`config.mk`:
```
export PLATFORM = sky130hd
export DESIGN_NAME = sevenseg_mux
export DESIGN_NICKNAME = d
export VERILOG_FILES = /design/src/rtl/sevenseg_pkg.sv /design/src/rtl/seg_hex_decode.sv /design/src/rtl/sevenseg_mux.sv
export SDC_FILE = /design/constraint.sdc
export NUM_CORES = 1
export LEC_CHECK = 0
export CORE_ASPECT_RATIO = 0.7
export CORE_MARGIN = 3
export CORE_UTILIZATION = 30
export CTS_CLUSTER_DIAMETER = 50
export CTS_CLUSTER_SIZE = 12
export DETAILED_ROUTE_END_ITERATION = 6
export PLACE_DENSITY = 0.51
export REMOVE_ABC_BUFFERS = 1
export SYNTH_ARGS = -nofsm -noshare
export SYNTH_HDL_FRONTEND = slang
export SYNTH_SLANG_ARGS = --single-unit
```
`constraint.sdc`:
```
create_clock -name clk -period 5.15 [get_ports clk]
set_clock_uncertainty 0.1 [all_clocks]
set_input_delay 1.2875 -clock clk [delete_from_list [all_inputs] [get_ports clk]]
set_output_delay 1.2875 -clock clk [all_outputs]
set_load 0.05 [all_outputs]
```
`src/rtl/sevenseg_pkg.sv`:
```
// ============================================================================
// Module  : sevenseg_pkg
// Brief   : Shared types, glyph table and FSM encoding for the 7-seg mux.
// Revision: 1.0
// ============================================================================
`default_nettype none

package sevenseg_pkg;

  typedef logic [6:0] seg_t;

  localparam seg_t SEG_OFF_AL = 7'h7F;

  // Active-low {g,f,e,d,c,b,a} glyphs for hex digits 0..F.
  localparam seg_t HEX_GLYPH_AL [16] = '{
    7'h40, 7'h79, 7'h24, 7'h30, 7'h19, 7'h12, 7'h02, 7'h78,
    7'h00, 7'h10, 7'h08, 7'h03, 7'h46, 7'h21, 7'h06, 7'h0E
  };

  typedef enum logic [0:0] {
    S_BLANK = 1'b0,
    S_ON    = 1'b1
  } state_e;

  function automatic int max_int(input int a, input int b);
    return (a > b) ? a : b;
  endfunction

endpackage

`default_nettype wire

```
`src/rtl/seg_hex_decode.sv`:
```
// ============================================================================
// Module  : seg_hex_decode
// Brief   : Combinational hex nibble to active-low gfedcba glyph.
// Revision: 1.0
// ============================================================================
`default_nettype none

module seg_hex_decode
  import sevenseg_pkg::*;
(
  input  logic [3:0] i_nibble,
  output seg_t       o_seg_al
);

  assign o_seg_al = HEX_GLYPH_AL[i_nibble];

endmodule

`default_nettype wire

```
`src/rtl/sevenseg_mux.sv`:
```
// ============================================================================
// Module  : sevenseg_mux
// Brief   : Time-multiplexed common-anode 7-segment driver with blanking gap.
// Revision: 1.0
// ============================================================================
`default_nettype none

module sevenseg_mux
  import sevenseg_pkg::*;
#(
  parameter int NUM_DIGITS     = 2,
  parameter int REFRESH_CYCLES = 24000,
  parameter int BLANK_CYCLES   = 64,
  parameter int INVERT_IN      = 1,
  parameter int SEG_ACTIVE_LOW = 1,
  parameter int AN_ACTIVE_LOW  = 1
) (
  input  logic                    clk,
  input  logic                    reset,
  input  logic [4*NUM_DIGITS-1:0] digits,
  input  logic [NUM_DIGITS-1:0]   dp_in,
  input  logic [NUM_DIGITS-1:0]   blank_mask,
  output logic [6:0]              seg,
  output logic                    dp,
  output logic [NUM_DIGITS-1:0]   an,
  output logic                    frame_start
);

  localparam int CNT_W = $clog2(max_int(REFRESH_CYCLES, BLANK_CYCLES) + 1);
  localparam int IDX_W = max_int($clog2(NUM_DIGITS), 1);

  localparam logic [CNT_W-1:0] C_ON_LAST    = CNT_W'(REFRESH_CYCLES - 1);
  localparam logic [CNT_W-1:0] C_BLANK_LAST = CNT_W'(max_int(BLANK_CYCLES, 1) - 1);
  localparam logic [IDX_W-1:0] C_IDX_LAST   = IDX_W'(NUM_DIGITS - 1);

  localparam seg_t                  C_SEG_XOR = (SEG_ACTIVE_LOW != 0) ? 7'h00 : 7'h7F;
  localparam logic                  C_DP_XOR  = (SEG_ACTIVE_LOW != 0) ? 1'b0 : 1'b1;
  localparam logic [NUM_DIGITS-1:0] C_AN_XOR  = (AN_ACTIVE_LOW != 0) ? '1 : '0;

  if (NUM_DIGITS < 1) begin : g_bad_num_digits
    $error("sevenseg_mux: NUM_DIGITS must be >= 1");
  end
  if (REFRESH_CYCLES < 1) begin : g_bad_refresh
    $error("sevenseg_mux: REFRESH_CYCLES must be >= 1");
  end

  state_e                  r_state;
  logic [CNT_W-1:0]        r_cnt;
  logic [IDX_W-1:0]        r_idx;
  logic [4*NUM_DIGITS-1:0] r_snap_digits;
  logic [NUM_DIGITS-1:0]   r_snap_dp;
  logic [NUM_DIGITS-1:0]   r_snap_mask;
  seg_t                    r_seg;
  logic                    r_dp;
  logic [NUM_DIGITS-1:0]   r_an;
  logic                    r_frame_start;

  logic                    w_last;
  logic                    w_frame_edge;
  logic                    w_lit;
  logic [3:0]              w_nibble_raw;
  logic [3:0]              w_nibble;
  seg_t                    w_glyph_al;
  seg_t                    w_seg_al;
  logic                    w_dp_al;
  logic [NUM_DIGITS-1:0]   w_an_onehot;
  logic [NUM_DIGITS-1:0]   w_an_hi;

  assign w_last       = (r_state == S_ON) ? (r_cnt == C_ON_LAST) : (r_cnt == C_BLANK_LAST);
  assign w_frame_edge = (r_state == S_BLANK) && (r_cnt == '0) && (r_idx == '0);

  assign w_nibble_raw = r_snap_digits[{r_idx, 2'b00} +: 4];
  assign w_nibble     = (INVERT_IN != 0) ? ~w_nibble_raw : w_nibble_raw;

  seg_hex_decode u_decode (
    .i_nibble (w_nibble),
    .o_seg_al (w_glyph_al)
  );

  // Everything is resolved in active-low segment / active-high anode terms,
  // then the pin polarity is applied once at the output registers.
  always_comb begin
    w_an_onehot = '0;
    for (int i = 0; i < NUM_DIGITS; i++) begin
      w_an_onehot[i] = (r_idx == IDX_W'(i));
    end
  end

  assign w_lit    = (r_state == S_ON) && !r_snap_mask[r_idx];
  assign w_seg_al = w_lit ? w_glyph_al : SEG_OFF_AL;
  assign w_dp_al  = w_lit ? ~r_snap_dp[r_idx] : 1'b1;
  assign w_an_hi  = w_lit ? w_an_onehot : '0;

  always_ff @(posedge clk) begin
    if (reset) begin
      r_state       <= S_BLANK;
      r_cnt         <= '0;
      r_idx         <= '0;
      r_snap_digits <= '0;
      r_snap_dp     <= '0;
      r_snap_mask   <= '0;
      r_seg         <= SEG_OFF_AL ^ C_SEG_XOR;
      r_dp          <= 1'b1 ^ C_DP_XOR;
      r_an          <= C_AN_XOR;
      r_frame_start <= 1'b0;
    end else begin
      if (w_last) begin
        r_cnt <= '0;
        if (r_state == S_ON) begin
          r_state <= S_BLANK;
          r_idx   <= (r_idx == C_IDX_LAST) ? '0 : r_idx + IDX_W'(1);
        end else begin
          r_state <= S_ON;
        end
      end else begin
        r_cnt <= r_cnt + CNT_W'(1);
      end

      if (w_frame_edge) begin
        r_snap_digits <= digits;
        r_snap_dp     <= dp_in;
        r_snap_mask   <= blank_mask;
      end

      r_frame_start <= w_frame_edge;
      r_seg         <= w_seg_al ^ C_SEG_XOR;
      r_dp          <= w_dp_al ^ C_DP_XOR;
      r_an          <= w_an_hi ^ C_AN_XOR;
    end
  end

  assign seg         = r_seg;
  assign dp          = r_dp;
  assign an          = r_an;
  assign frame_start = r_frame_start;

endmodule

`default_nettype wire
```
After elaboration in Yosys (flattened, before gate mapping):

Memories as Yosys holds them, arrays and structs flattened. A register that Yosys moved wholly into a read port is not among the register bits.
Cells that the tools add are included.

* bits in registers: 33
* bits in read-only memories: 112
* input bits: 14
* memories kept: 1

Memory list
* (name not given): depth 16, width 7, rd ports 1, clocked after memory_dff 1, write ports 0, line seg_hex_decode.sv:15 `assign o_seg_al = HEX_GLYPH_AL[i_nibble];`

* $add $sub $neg: 2
* magnitude comparators: 1
* eq/ne operators: 2
* shift operators: 1
* mux-type cells: 8
* bitwise operators: 7
* reductions and logical operators: 8

Operators with widths (number)
* $add 15x1->15 const B: 1
* $eq 15x15->1 const B: 1
* $eq 15x6->1 const B: 1
* $logic_not 15->1: 1
* $shiftx 8x4->4: 1
* $mux 1: 7
* $not 4->5: 1
* $not 1->1: 4
* $not 4->4: 1
* $reduce_or 2->1: 2
* $logic_and 1x1->1: 3
* $lt 1x2->1 const B: 1
* $mux 2: 1
* $not 2->2: 1
* $reduce_and 2->1: 1
* $add 1x1->1 const B: 1
* $logic_not 1->1: 1

Logic depth before layout (Yosys ltp):

Gate-level depths: netlist of the first run.

* word-level depth: 6
* depth in mapped cells: 7
* depth with buffers taken out: 6

Hierarchy:

A second synthesis of the first run with hierarchy kept.

* cell total of the unflattened synthesis: 218
* area total of the unflattened synthesis: 1991.9 um2

By module, submodules not included
* sevenseg_mux: instances 1, cells an instance 187, area an instance 1729.2 um2
* seg_hex_decode: instances 1, cells an instance 31, area an instance 262.8 um2

Worst setup path before layout of the first run:

OpenSTA, ideal clock, no wires.

* kind: in2reg
* start: input reset
* end: register r_seg[1] (netlist: seg[1])
* library setup time: 0.122 ns
* arrival: 2.501 ns
* required time: 4.928 ns
* slack: 2.427 ns
* stages on the path: 5
* cell sequence: clkbuf_1 -> nand2b_1 -> a211oi_1 -> inv_1 -> a221o_1

* cells in the longest elaborated chain, start to end: 1

Ends and longest elaborated chain
* start, declared: line sevenseg_mux.sv:19 `input logic reset,`
* $reduce_or 2->1 (no source line)
* end, declared: line sevenseg_mux.sv:53 `seg_t r_seg;`

No other way between the ends.
A chain may end at the register's enable or synchronous reset.

Final worst setup path of the first run:

* start: input reset
* end: register r_seg[3] (netlist: seg[3])

The elaborated chain is that of the path after synthesis.

==> results of run 1 <==
[sequential cells by signal, summed over array words and instances (netlist names)]
name / count
an: 2
dp: 1
frame_start: 1
r_cnt: 15
r_idx: 1
r_snap_digits: 8
r_snap_dp: 2
r_snap_mask: 2
r_state: 1
seg: 7
[where the power goes]
part	switching, mW	internal [mW]	total (mW)
sequential	0.00749	0.320	0.328
clock	0.115	0.143	0.258
combinational	0.0442	0.0335	0.0777
[cells by family after synthesis]
| logic type | after synthesis | share of synthesized area, % |
|---|---|---|
| simple gates | 84 | 23.7 |
| compound gates | 42 | 14.0 |
| flops | 40 | 42.1 |
| buf+inv | 19 | 4.48 |
| xor+xnor | 13 | 5.99 |
| mux | 8 | 4.41 |
| fa+ha+maj | 8 | 5.27 |
[cell type report]
class	instances	area share, %
sequential	40	34.8
timing repair buffer	26	11.1
multi-input combinational	155	44.1
clock inverter	3	1.85
tap	75	4.08
clock buffer	5	2.99
inverter	7	1.14
[routing by layer]
| layer | vias to the layer above | routed length, um | GRT usage (%) |
|---|---|---|---|
| li1 | 803 | - | - |
| met1 | 684 | 2310 | 19.8 |
| met2 | 43 | 1540 | 15.8 |
| met3 | 2 | 245 | 3.53 |
| met4 | 0 | 31 | 3.39 |
| met5 | - | 0 | 0 |
[worst max-delay path by stage]
| stage | start | endpoint | slack (ns) | cells after the start |
|---|---|---|---|---|
| 3_3_place_gp | reset | seg[1] | 1.64 | 6 |
| 6_report | reset | seg[3] | 1.91 | 5 |
| 4_1_cts | reset | seg[3] | 1.91 | 5 |
| 2_1_floorplan | reset | seg[1] | 2.60 | 4 |
| 5_1_grt | reset | seg[3] | 1.58 | 5 |
| 3_5_place_dp | reset | seg[3] | 1.62 | 5 |
[cells in the mapped netlist (2+ instances only)]
master	instances	area share [%]
sky130_fd_sc_hd__o21ai_0	6	1.6
sky130_fd_sc_hd__and2_1	3	0.99
sky130_fd_sc_hd__and4_1	4	1.8
sky130_fd_sc_hd__or3_1	3	0.99
sky130_fd_sc_hd__mux2_2	3	1.8
sky130_fd_sc_hd__o221ai_1	2	0.92
sky130_fd_sc_hd__nand4_1	5	1.6
sky130_fd_sc_hd__nand3_1	20	5.3
sky130_fd_sc_hd__ha_1	8	5.3
sky130_fd_sc_hd__mux2i_1	5	2.6
sky130_fd_sc_hd__nor2_1	21	4.1
sky130_fd_sc_hd__buf_2	2	0.53
sky130_fd_sc_hd__nor3_1	3	0.79
sky130_fd_sc_hd__xnor2_1	6	2.8
sky130_fd_sc_hd__xor2_1	7	3.2
sky130_fd_sc_hd__nand2b_1	2	0.66
sky130_fd_sc_hd__nand2_1	12	2.4
sky130_fd_sc_hd__or4_4	3	1.8
sky130_fd_sc_hd__or2_2	2	0.66
sky130_fd_sc_hd__dfxtp_1	40	42
sky130_fd_sc_hd__o211ai_1	2	0.79
sky130_fd_sc_hd__buf_1	2	0.40
sky130_fd_sc_hd__a21oi_1	14	3.7
sky130_fd_sc_hd__inv_1	7	1.4
sky130_fd_sc_hd__o21ai_1	9	2.4
sky130_fd_sc_hd__o311ai_0	3	1.4
sky130_fd_sc_hd__clkbuf_1	6	1.2
[worst reg2reg max path: stages (launching register included)]
cell and delay (ns):
sky130_fd_sc_hd__dfxtp_1 0.68, sky130_fd_sc_hd__mux2i_1 0.49, sky130_fd_sc_hd__inv_1 0.16, sky130_fd_sc_hd__ha_1 0.29, sky130_fd_sc_hd__o211ai_1 0.19, sky130_fd_sc_hd__o311ai_0 0.15
[stage by stage]
step | utilization [%] | instances | setup slack [ns] | total power, mW | instance area [um^2]
6_report | 38.8 | 311 | 1.91 | 0.664 | 2300
5_1_grt | 38.8 | 311 | 1.58 | 0.702 | 2300
4_1_cts | 38.8 | 311 | 1.91 | 0.672 | 2300
3_5_place_dp | 37.0 | 303 | 1.62 | 0.412 | 2190
3_3_place_gp | 37.0 | 303 | 1.64 | 0.414 | 2190
2_1_floorplan | - | 202 | 2.60 | 0.384 | 1840
==> results.md, run 1 <==
- The die covers 7340 um^2.
- Registers take 801 um^2.
- For this block, the routed nets add up to 4130 um of wire.
- The worst setup path is launched from a primary input.
- The post-synthesis async set-or-reset flop share is 0%.
- The leftover overflow at the end of global routing is 0.
- The most used flip-flop cell after synthesis is sky130_fd_sc_hd__dfxtp_1.
- Grouping stages by cell kind, the critical path spends the most delay in compound AO/OA/AOI/OAI gates.
- The average instance area after synthesis is 8.88 um^2.
- Port buffering added 24 buffers.
- The post-CTS setup repair buffer count is 0.
- The destination of the worst register-to-register timing path is seg[3].
- The DRC violation count after routing is 0.
- The worst reg-to-reg path cell count is 5.
- The largest individual stage delay along the critical path comes from the cell sky130_fd_sc_hd__a211oi_1.
- The first global-routing pass estimated 7240 um of wire.
- Sequential elements use 42.1% of the synthesized area.
- The width of the die is 101 um.
- The clock transition at the register clock pins on the worst setup and hold paths after CTS is 0.09 ns.
- The mean number of vias per cell is 4.93.
- For this design the static power due to leakage is 0.832 nW.
- The worst setup path is captured at a flip-flop.
- The run finished with clean final reports.
- The final sum of negative setup slack is 0 ns.
- Post-CTS repair changed the size of 0 cells.
- Static timing analysis puts the maximum clock frequency at 309 MHz.
- The hold-critical path endpoint is r_snap_digits[5].
- The number of fill cells in the layout is 607.
- The starting DRC count in detailed routing is 49.
- The combined buffer and inverter count along the critical path is 2.
- The number of failing hold endpoints at the final stage is 0.
- Along the worst path, the maximum fanout reaches 17.
- The detailed-placement wirelength estimate is 2950 um.
- The fraction of layout instances using a drive strength above 1 is 8.47%.
- After synthesis the cells add up to 1900 um^2.
- The arrival time at the worst endpoint is 3.23 ns.
- The worst path in the final design needs a cycle of 3.24 ns, including I/O delays and setup.
- Power spread over the standard cell area amounts to 288 nW/um^2.
- The worst-case headroom to the max-slew limit is 30.5%.
- For flop-to-flop paths, the worst setup slack is 2.90 ns.
- The initial antenna violation count is 0.
- The hold buffer count at cts is 0.
- The height of the chip is 72.6 um.
- Across the run, the number of max-cap violations was 0.
- In the final routed layout, each cell accounts on average for 13.3 um.
- For this design, the sink count on the clock tree is 40.
- The largest single stage delay on the critical path is 0.86 ns.
- The clock passes through at most 2 buffers.
- The worst path required time is 5.14 ns.
- Counting flops and latches in the post-synthesis netlist gives 40.
- The max-slew violation count is 0.
- Setup repair after global routing left no endpoint under its margin.
- The count of final setup violators is 0.
- The detail route stage leaves a number of antenna-violating nets equal to 0.
- TritonCTS built the clock tree.
- The number of diodes added for antenna fixing is 0.
- Summing all multi-input logic gate instances after layout gives 1010 um^2.
- The hold path startpoint is r_snap_digits[5].
- The number of nets in the final layout is 257.
- Before antenna repair, the detailed router went through 4 iterations.
- The vias after detailed routing is 1532.
- The number of enable flip-flop cells after synthesis is 0.
- The placer's final routability congestion estimate is 0.766.
- Clock tree synthesis selected as its root buffer the cell sky130_fd_sc_hd__clkbuf_8.
- For this configuration, the core starts out at a cell density of 32.1%.
- The via count of the first global-routing pass came to 1416.
- The critical path in this run is classified as primary input to flip-flop.
- For the pin with the worst max-slew slack, the measured transition is 1.04 ns.
- During I/O placement, the number of pins put on the boundary was 25.
- Synthesis produced a netlist whose cell count is 214.
- The worst-case vdd ir drop is 0.000115 V.
- The total routing usage reported by global routing is 12.4%.
- In this run the worst hold path is classified as flip-flop to flip-flop.
- Dividing the final minimum period by the clock period gives 62.8%.
- The hold slack is 0.383 ns.
- In this run the standard cell core region covers 5930 um^2.
- The number of clock buffers added by TritonCTS is 5.
- The worst flop-to-flop path startpoint is r_idx.
- The signal on the critical path passes through clkdlybuf4s50_1 -> buf_4 -> nand2b_1 -> a211oi_1 -> o311ai_0.
- The Yosys warning count is 0.
- The cell depth of the worst min-delay path is 2.
- CTS built an H-tree with a depth of 2.
- The area added between synthesis and finish is 21.1%.
- After floorplanning, the core was divided into 23 placement rows.
- The library cells used most frequently in the layout, excluding fill and tap cells, are sky130_fd_sc_hd__dfxtp_1, sky130_fd_sc_hd__clkdlybuf4s50_1, sky130_fd_sc_hd__nor2_1.
- The netlist uses 41 different library cells.
- The library cell used most frequently in the layout, excluding fill and tap cells, is sky130_fd_sc_hd__dfxtp_1.
- Entering global routing, the biggest net connects 18 pins.
- The later pin in the worst-skew pair is clocked with a latency of 0.30 ns.
Power figures use the tool's default switching activity.
==> run 2: changes to the inputs <==
- clock period: 5.15 -> 3.2 ns (I/O delays scaled with it)
==> run 2 against run 1 <==
Effect of this change:
- highest routed layer unchanged
- non-clock buffer count rose by 1
- combinational power rose by 62%
- largest power group unchanged
- die area did not move
- cell count rose by 0.32%
==> results.md, run 2 (synthesis results as in run 1) <==
- The arrival time at the worst endpoint is 1.41 ns (-1.82 ns).
- The placement-stage cell area is 2200 um^2 (+0.34%).
- The height of the chip is 72.6 um (unchanged).
- The I/O pin count was 25 (unchanged).
- The total of cells resized after clock tree synthesis is 0 (unchanged).
- The internal reg-to-reg setup slack is 0.94 ns (-1.96 ns).
- The max-slew violation count is 0 (unchanged).
- The worst-case vdd ir drop is 0.000212 V (+84%).
- The final critical-path share of the clock period is 72.3%.
- The effective utilization at floorplan is 32.1% (unchanged).
- Setup repair after global routing left no endpoint under its margin.
- The most critical setup path has its startpoint at seg[5].
- The wire length reported by the detailed router is 4230 um (+2.5%).
- The worst setup path is captured at an output pin.
- The number of port buffers was 24 (unchanged).
- The net switching power is 0.254 mW (+53%).
- The combinational share of power is 12.6% (+0.9 points).
- The clock network fraction of design power is 34.6% (-4.3 points).
- The DRC violation count after routing is 0 (unchanged).
- The fraction of layout instances using a drive strength above 1 is 8.02% (-0.46 points).
- The worst flop-to-flop path startpoint is r_idx.
- The initial antenna violation count is 0 (unchanged).
- The number of diodes added for antenna fixing came to 0 (unchanged).
- The via count of the first global-routing pass is 1352 (-4.5%).
- Among all stages on the critical path, the largest delay is contributed by sky130_fd_sc_hd__clkdlybuf4s50_1.
- The CTS tree is yes.
- The count of nets left with antenna violations after detail routing was 0 (unchanged).
- For this run, the top clock speed supported by timing is 432 MHz.
- The relative contribution of sequential cells to total power is 52.8% (+3.4 points).
- The kind of cell with the highest combined delay along the critical path is buffers and inverters.
- The mean number of vias per cell is 4.91 (-0.39%).
- The run finished with clean final reports.
- Walking the worst path, the cells encountered are clkdlybuf4s50_1.
- The top fanout value on the critical path is 1 (-16).
- The slew at the pin closest to its max-slew limit came to 0.891 ns (-0.145 ns).
- The average detailed-routed wire length per instance is 13.6 um (+2.2%).
- The clock root buffer is sky130_fd_sc_hd__clkbuf_8.
- The worst-skew pair later-pin latency is 0.29 ns (about the same).
- In this run the worst hold path is classified as flip-flop to flip-flop.
- The met1 track demand over resource in global routing came to 20.1% (+0.28 points).
- The combined flip-flop and latch cell area is 801 um^2 (unchanged).
- The met3 usage was 3.06% (-0.48 points).
- The net switching share of the total power was 25.4% (+0.35 points).
- The first-pass GRT wire length is 6920 um (-4.4%).
- The clock period could shrink to 2.31 ns.
- The depth of the CTS H-tree was 2 (unchanged).
- Leaving out fill and tap cells, the most frequent cell in the layout is sky130_fd_sc_hd__dfxtp_1.
- The placer's final routability congestion estimate is 0.765 (about the same).
- The power density over the cells is 437 nW/um^2 (+52%).
- The hold slack was 0.382 ns (-0.000892 ns).
- The internal power was 0.746 mW (+50%).
- The number of nets in the final layout is 258 (+0.39%).
- The clock transition at the register clock pins on the worst setup and hold paths after CTS came to 0.08 ns (about the same).
- The vias after detailed routing came to 1531 (-0.065%).
- The post-route cell area was 2290 um^2 (-0.60%).
- The number of CTS-inserted buffers was 5 (unchanged).
- The global routing met2 resource utilization is 14.3% (-1.5 points).
- The largest net degree at the start of global routing is 17 (-1).
- The number of failing hold endpoints at the final stage was 0 (unchanged).
- The count of final setup violators is 0 (unchanged).
- The flip-flop count of the largest register after layout is 15 (unchanged).
- The area added between synthesis and finish is 20.4%.
- The worst path required time was 2.30 ns (-2.84 ns).
- The startpoint type of the worst setup path is a flip-flop.
- The delay of the slowest critical-path stage is 0.80 ns (-0.06 ns).
- The leftover overflow at the end of global routing is 0 (unchanged).
- The sum of internal, switching and leakage power was 1.00 mW (+51%).
- The area of the multi-input gates is 1010 um^2 (unchanged).
- The hold path startpoint is r_snap_dp[1].
- The placeable core region is 5930 um^2 (unchanged).
- The detailed-placement wirelength estimate is 3010 um (+2.0%).
- The number of core rows is 23 (unchanged).
- The final sum of negative setup slack is 0 ns (unchanged).
- The class of the most critical setup path is flip-flop to output pin.
- The maximum number of buffers from clock root to sink is 2 (unchanged).
- The starting DRC count in detailed routing is 73 (+49%).
- The count of TritonRoute iterations in the first routing pass is 4 (unchanged).
- The number of clock sinks seen by CTS is 40 (unchanged).
- The hold buffer count at cts came to 0 (unchanged).
- The width of the die is 101 um (unchanged).
- The leakage power summed over all cells is 0.829 nW (-0.38%).
- The post-CTS setup repair buffer count is 0 (unchanged).
- In the layout the commonest cells are sky130_fd_sc_hd__dfxtp_1, sky130_fd_sc_hd__clkdlybuf4s50_1, sky130_fd_sc_hd__nor2_1.
- The most congested layer reported by global routing is met1.
- The number of fill cells in the layout is 610 (+0.49%).
- The worst-case headroom to the max-slew limit is 40.3% (+9.8 points).
- The number of max-cap violations is 0 (unchanged).
- The register with the most flip-flops in the final layout is r_cnt.
- The total routing usage reported by global routing is 12.0% (-0.46 points).
- The combined buffer and inverter count along the critical path is 1 (-1).
- The total die area was 7340 um^2 (unchanged).
run 2: final timing paths:
path / to / cells after the start
setup / recovery: seg[5] / 1
hold reg to reg: r_snap_dp[1] / 2
setup reg to reg: seg[3] / 5
hold / removal: r_snap_dp[1] / 2
run 2: stage by stage:
stage                     util (%)  std cells  setup slack (ns)
after floorplan                  -        202              1.14
after global placement        37.1        304             0.858
after detailed placement      37.1        304             0.830
after CTS                     38.6        312             0.875
after global routing          38.6        312             0.712
final                         38.6        312             0.886
run 2: metal layers:
metal	vias to the layer above	share of wire [%]	wire (um)
li1	805	-	-
met1	693	59	2490
met2	28	36	1500
met3	5	4.6	196
met4	0	0.99	42
met5	-	0	0
run 2: layout make-up:
cell class	instances	share of cell area, %
Multi-Input combinational cell	155	44.3
Sequential cell	40	35.0
Timing Repair Buffer	27	11.5
Tap cell	75	4.10
Clock buffer	8	3.94
Inverter	7	1.15
run 2: power groups by stage:
stage / Sequential, mW / Clock [mW] / Combinational (mW)
floorplan: 0.541 / 0 / 0.0774
finish: 0.528 / 0.346 / 0.126
detailed placement: 0.539 / 0 / 0.125
global placement: 0.539 / 0 / 0.126
CTS: 0.528 / 0.359 / 0.126
global route: 0.531 / 0.376 / 0.141
==> variant 1: new RTL, config.mk and constraints of run 1 <==
Change the parameter `INVERT_IN` from 1 to 0.
--- a/src/rtl/sevenseg_mux.sv
+++ b/src/rtl/sevenseg_mux.sv
@@ -11,7 +11,7 @@
   parameter int NUM_DIGITS     = 2,
   parameter int REFRESH_CYCLES = 24000,
   parameter int BLANK_CYCLES   = 64,
-  parameter int INVERT_IN      = 1,
+  parameter int INVERT_IN      = 0,
   parameter int SEG_ACTIVE_LOW = 1,
   parameter int AN_ACTIVE_LOW  = 1
 ) (
Behaviour: same outputs for any inputs over 10 cycles, from zero or initial values and one cycle with reset high; that may be too few to reach the edited logic, so the function may still have changed.
==> variant 1 against run 1 <==
- area after synthesis rose by 0.46%
- cell area fell by 1.8%
- first-iteration DRC count rose by 53%
- sequential cell count did not move
- total power fell by 7.4%
- wire length fell by 3.4%
- setup slack improved by 0.071 ns
- critical path type unchanged
- largest cell class unchanged
==> variant 1: results (changes against run 1) <==
placed_design:
  port_buffers: 24  # unchanged
  hpwl_mm: 2.952  # about the same
  gp_congestion: 0.8157  # +6.5%
final_layout:
  regMostFlops: "r_cnt"
  largest_reg_flops: 15  # unchanged
  fin_nets: 251  # -2.3%
  layout-drive-gt1-share_pct: 8.696  # +0.22 points
synth:
  synth_fa_ha_area_share_pct: 5.242  # -0.024 points
  synth_compound_area_share_pct: 13.96  # -0.064 points
  ys_types: 40  # -2.4%
  ys_seq_area_share_pct: 41.94  # -0.19 points
  synthMuxAreaShare_pct: 5.636  # +1.2 points
  ys.warnings.count: 0  # unchanged
  netlist_top_cells_count: "dfxtp_1 (40), nand3_1 (20), a21oi_1 (18)"
  synthXorXnorAreaFrac_pct: 5.963  # -0.027 points
  yosys-top-cells-area: "dfxtp_1 (42%), ha_1 (5.2%), nand3_1 (5.2%), a21oi_1 (4.7%), xnor2_1 (4.1%)"
global_route:
  grt_pass1_wl_mm: 6.686  # -7.6%
  antenna_found_initial: 0  # unchanged
  gr-usage-all-layers_pct: 11.56  # -0.88 points
  grt_max_degree: 17  # -1
  first_global_vias: 1353  # -4.4%
clock_tree:
  cts.reportedPaths.clkPinSlew_ns: 0.06  # -0.03 ns
  cts_resized: 0  # unchanged
  htreeDepth: 2  # unchanged
  post_cts_buffers: 0  # unchanged
  cts_root_buf: "clkbuf_8"
  cts_buffers: 5  # unchanged
routing:
  drtPass1Iterations: 4  # unchanged
  viasPerCell: 4.833  # -1.9%
  drt_iter0_drc: 75  # +53%
  finalWirelength_mm: 3.987  # -3.4%
  ant_nets: 0  # unchanged
critical_path:
  cp_max_fo: 16  # -1
  crit_arrival_ns: 3.18  # -0.05 ns
status:
  status: "finished clean"
timing:
  finalHoldViolCount: 0  # unchanged
  tightest_slew_ns: 0.8407  # -0.1954 ns
pwr:
  vdd_drop_max_mv: 0.09198  # -20%
  p_leak_uw: 0.0007814  # -6.1%
job:
  maxCapViolations: 0  # unchanged
-- variant 1: critical path: stages --
cell	delay, ns
clkdlybuf4s50_1	0.74
inv_1	0.25
nand2_1	0.10
a211oi_2	0.56
o221ai_1	0.23
-- variant 1: kinds of logic after synthesis --
group           Yosys count
fa+ha+maj                 8
flops                    40
xor+xnor                 13
mux                       9
buf+inv                  21
simple gates             76
compound gates           42
-- variant 1: power breakdown --
part	internal (uW)	leakage, uW	switching (uW)	total [uW]
Combinational	32.7	0.000410	42.6	75.3
Clock	109	0.0000455	102	211
Sequential	321	0.000326	7.52	328
-- variant 1: layout make-up --
class	instances	area, um^2
Sequential cell	40	800.8
Tap cell	75	93.84
Multi-Input combinational cell	148	998.5
Timing Repair Buffer	24	240.2
Inverter	10	37.54
Fill cell	604	3667
Clock buffer	8	90.09
-- variant 1: stage by stage --
step	std cells	area [um^2]	worst slack [ns]
2_1_floorplan	198	1837	2.876
3_3_place_gp	297	2171	1.754
3_5_place_dp	297	2171	1.724
4_1_cts	305	2261	1.995
5_1_grt	305	2261	1.806
6_report	305	2261	1.985
-- variant 1: metal layers --
| layer | wire length [um] | up-vias | global-route usage, % |
|---|---|---|---|
| li1 | - | 779 | - |
| met1 | 2315 | 663 | 18.98 |
| met2 | 1469 | 26 | 14.06 |
| met3 | 148 | 6 | 2.961 |
| met4 | 54 | 0 | 3.540 |
| met5 | 0 | - | 0 |
-- variant 1: worst paths after layout --
path / startpoint / end / slack, ns / depth (start not counted)
hold reg to reg: r_snap_dp[0] / r_snap_dp[0] / 0.38 / 2
setup reg to reg: r_idx / seg[3] / 2.70 / 3
hold / removal: r_snap_dp[0] / r_snap_dp[0] / 0.38 / 2
setup / recovery: reset / seg[1] / 1.99 / 5
==> variant 2: new RTL, flow settings as in run 1 <==
Made on the original files. Reset style: asynchronous (`reset`), changed in one clocked block.
--- a/src/rtl/sevenseg_mux.sv
+++ b/src/rtl/sevenseg_mux.sv
@@ -91,7 +91,7 @@
   assign w_dp_al  = w_lit ? ~r_snap_dp[r_idx] : 1'b1;
   assign w_an_hi  = w_lit ? w_an_onehot : '0;
 
-  always_ff @(posedge clk) begin
+  always_ff @(posedge clk or posedge reset) begin
     if (reset) begin
       r_state       <= S_BLANK;
       r_cnt         <= '0;
Check against the original RTL: differs if reset is asserted again (counterexample within 4 cycles, from zero or initial values and one cycle with reset high); with reset held inactive, the same outputs for 10 cycles.
==> variant 2 against run 1 <==
- sequential cell count did not move
- cell area rose by 3.4%
- wire length fell by 4.5%
- area after synthesis rose by 1.8%
- setup slack improved by 0.23 ns
- sequential share of layout area rose by 7.8 points
- final cell count fell by 14%
Power is not compared: it rests on default switching activity, and its combinational part moved more than twofold at a synthesized area within 25%.
==> variant 2: results (changes against run 1) <==
critical_path:
  r2r-end: "r_snap_digits[6]"
  rr_worst_depth: 4  # -1
  crit_arrival_ns: 1.61  # -1.62 ns
  cp_slowest_stage_delay_ns: 0.81  # -0.05 ns
  crit_family: "buffers and inverters"
  worstReg2RegStart: "r_cnt[7]"
  cp_max_fo: 1  # -16
global_route:
  grt_max_degree: 32  # +14
  first_global_vias: 1332  # -5.9%
synth:
  ys_seq_area_share_pct: 52.36  # +10 points
  synth_compound_area_share_pct: 5.947  # -8.1 points
  synth_fa_ha_area_share_pct: 5.171  # -0.095 points
  synthMuxAreaShare_pct: 11.38  # +7.0 points
  synthXorXnorAreaFrac_pct: 5.882  # -0.11 points
  yosys-top-cells-area: "dfrtp_1 (39%), dfstp_2 (14%), mux2_2 (8.1%), xor2_1 (5.4%), ha_1 (5.2%)"
  synth-main-ff-cell: "dfrtp_1"
  syn_avg_cell_area_um2: 11.80  # +33%
timing:
  tightest_slew_ns: 1.142  # +0.1059 ns
  hold_ws_ns: 0.3756  # -0.007710 ns
  layout_setup_ws_ns: 2.149  # +0.2342 ns
final_layout:
  clk_share_pct: 5.310  # +0.47 points
  inv_count: 9  # +2
  nMultiInputCombCells: 111  # -28%
  fin_nets: 215  # -16%
  final-nonclk-buf-share_pct: 10.73  # -0.36 points
  sh_seq_area_pct: 42.59  # +7.8 points
  fin_cells: 269  # -14%
  layout-drive-gt1-share_pct: 21.13  # +13 points
status:
  status: "finished clean"
placed_design:
  dp_cells: 261  # -14%
  hpwl_mm: 2.963  # +0.30%
  gp_congestion: 0.7817  # +2.1%
routing:
  wl_per_cell_um: 14.65  # +10%
  drt_iter0_drc: 71  # +45%
[variant 2: metal layers]
layer	wire length [um]	track usage (%)	vias up	share of wire (%)
met3	196	2.674	11	5.0
met2	1656	15.84	37	42
met4	105	5.386	0	2.7
met5	0	0	-	0
li1	-	-	641	-
met1	1982	16.55	659	50
[variant 2: how the worst min path moves through the flow]
| stage | start | endpoint | cells past startpoint |
|---|---|---|---|
| 4_1_cts | r_cnt[0] | r_cnt[0] | 1 |
| 6_report | r_cnt[0] | r_cnt[0] | 1 |
| 5_1_grt | r_cnt[0] | r_cnt[0] | 1 |
| 3_5_place_dp | r_cnt[0] | r_cnt[0] | 1 |
| 2_1_floorplan | r_cnt[0] | r_cnt[0] | 1 |
| 3_3_place_gp | r_cnt[0] | r_cnt[0] | 1 |
[variant 2: power groups by stage]
stage	Sequential (uW)	Clock, uW	Combinational (uW)
finish	322	280	37.0
global route	323	303	41.5
CTS	322	287	37.5
global placement	328	0	35.6
detailed placement	328	0	37.3
floorplan	327	0	20.9
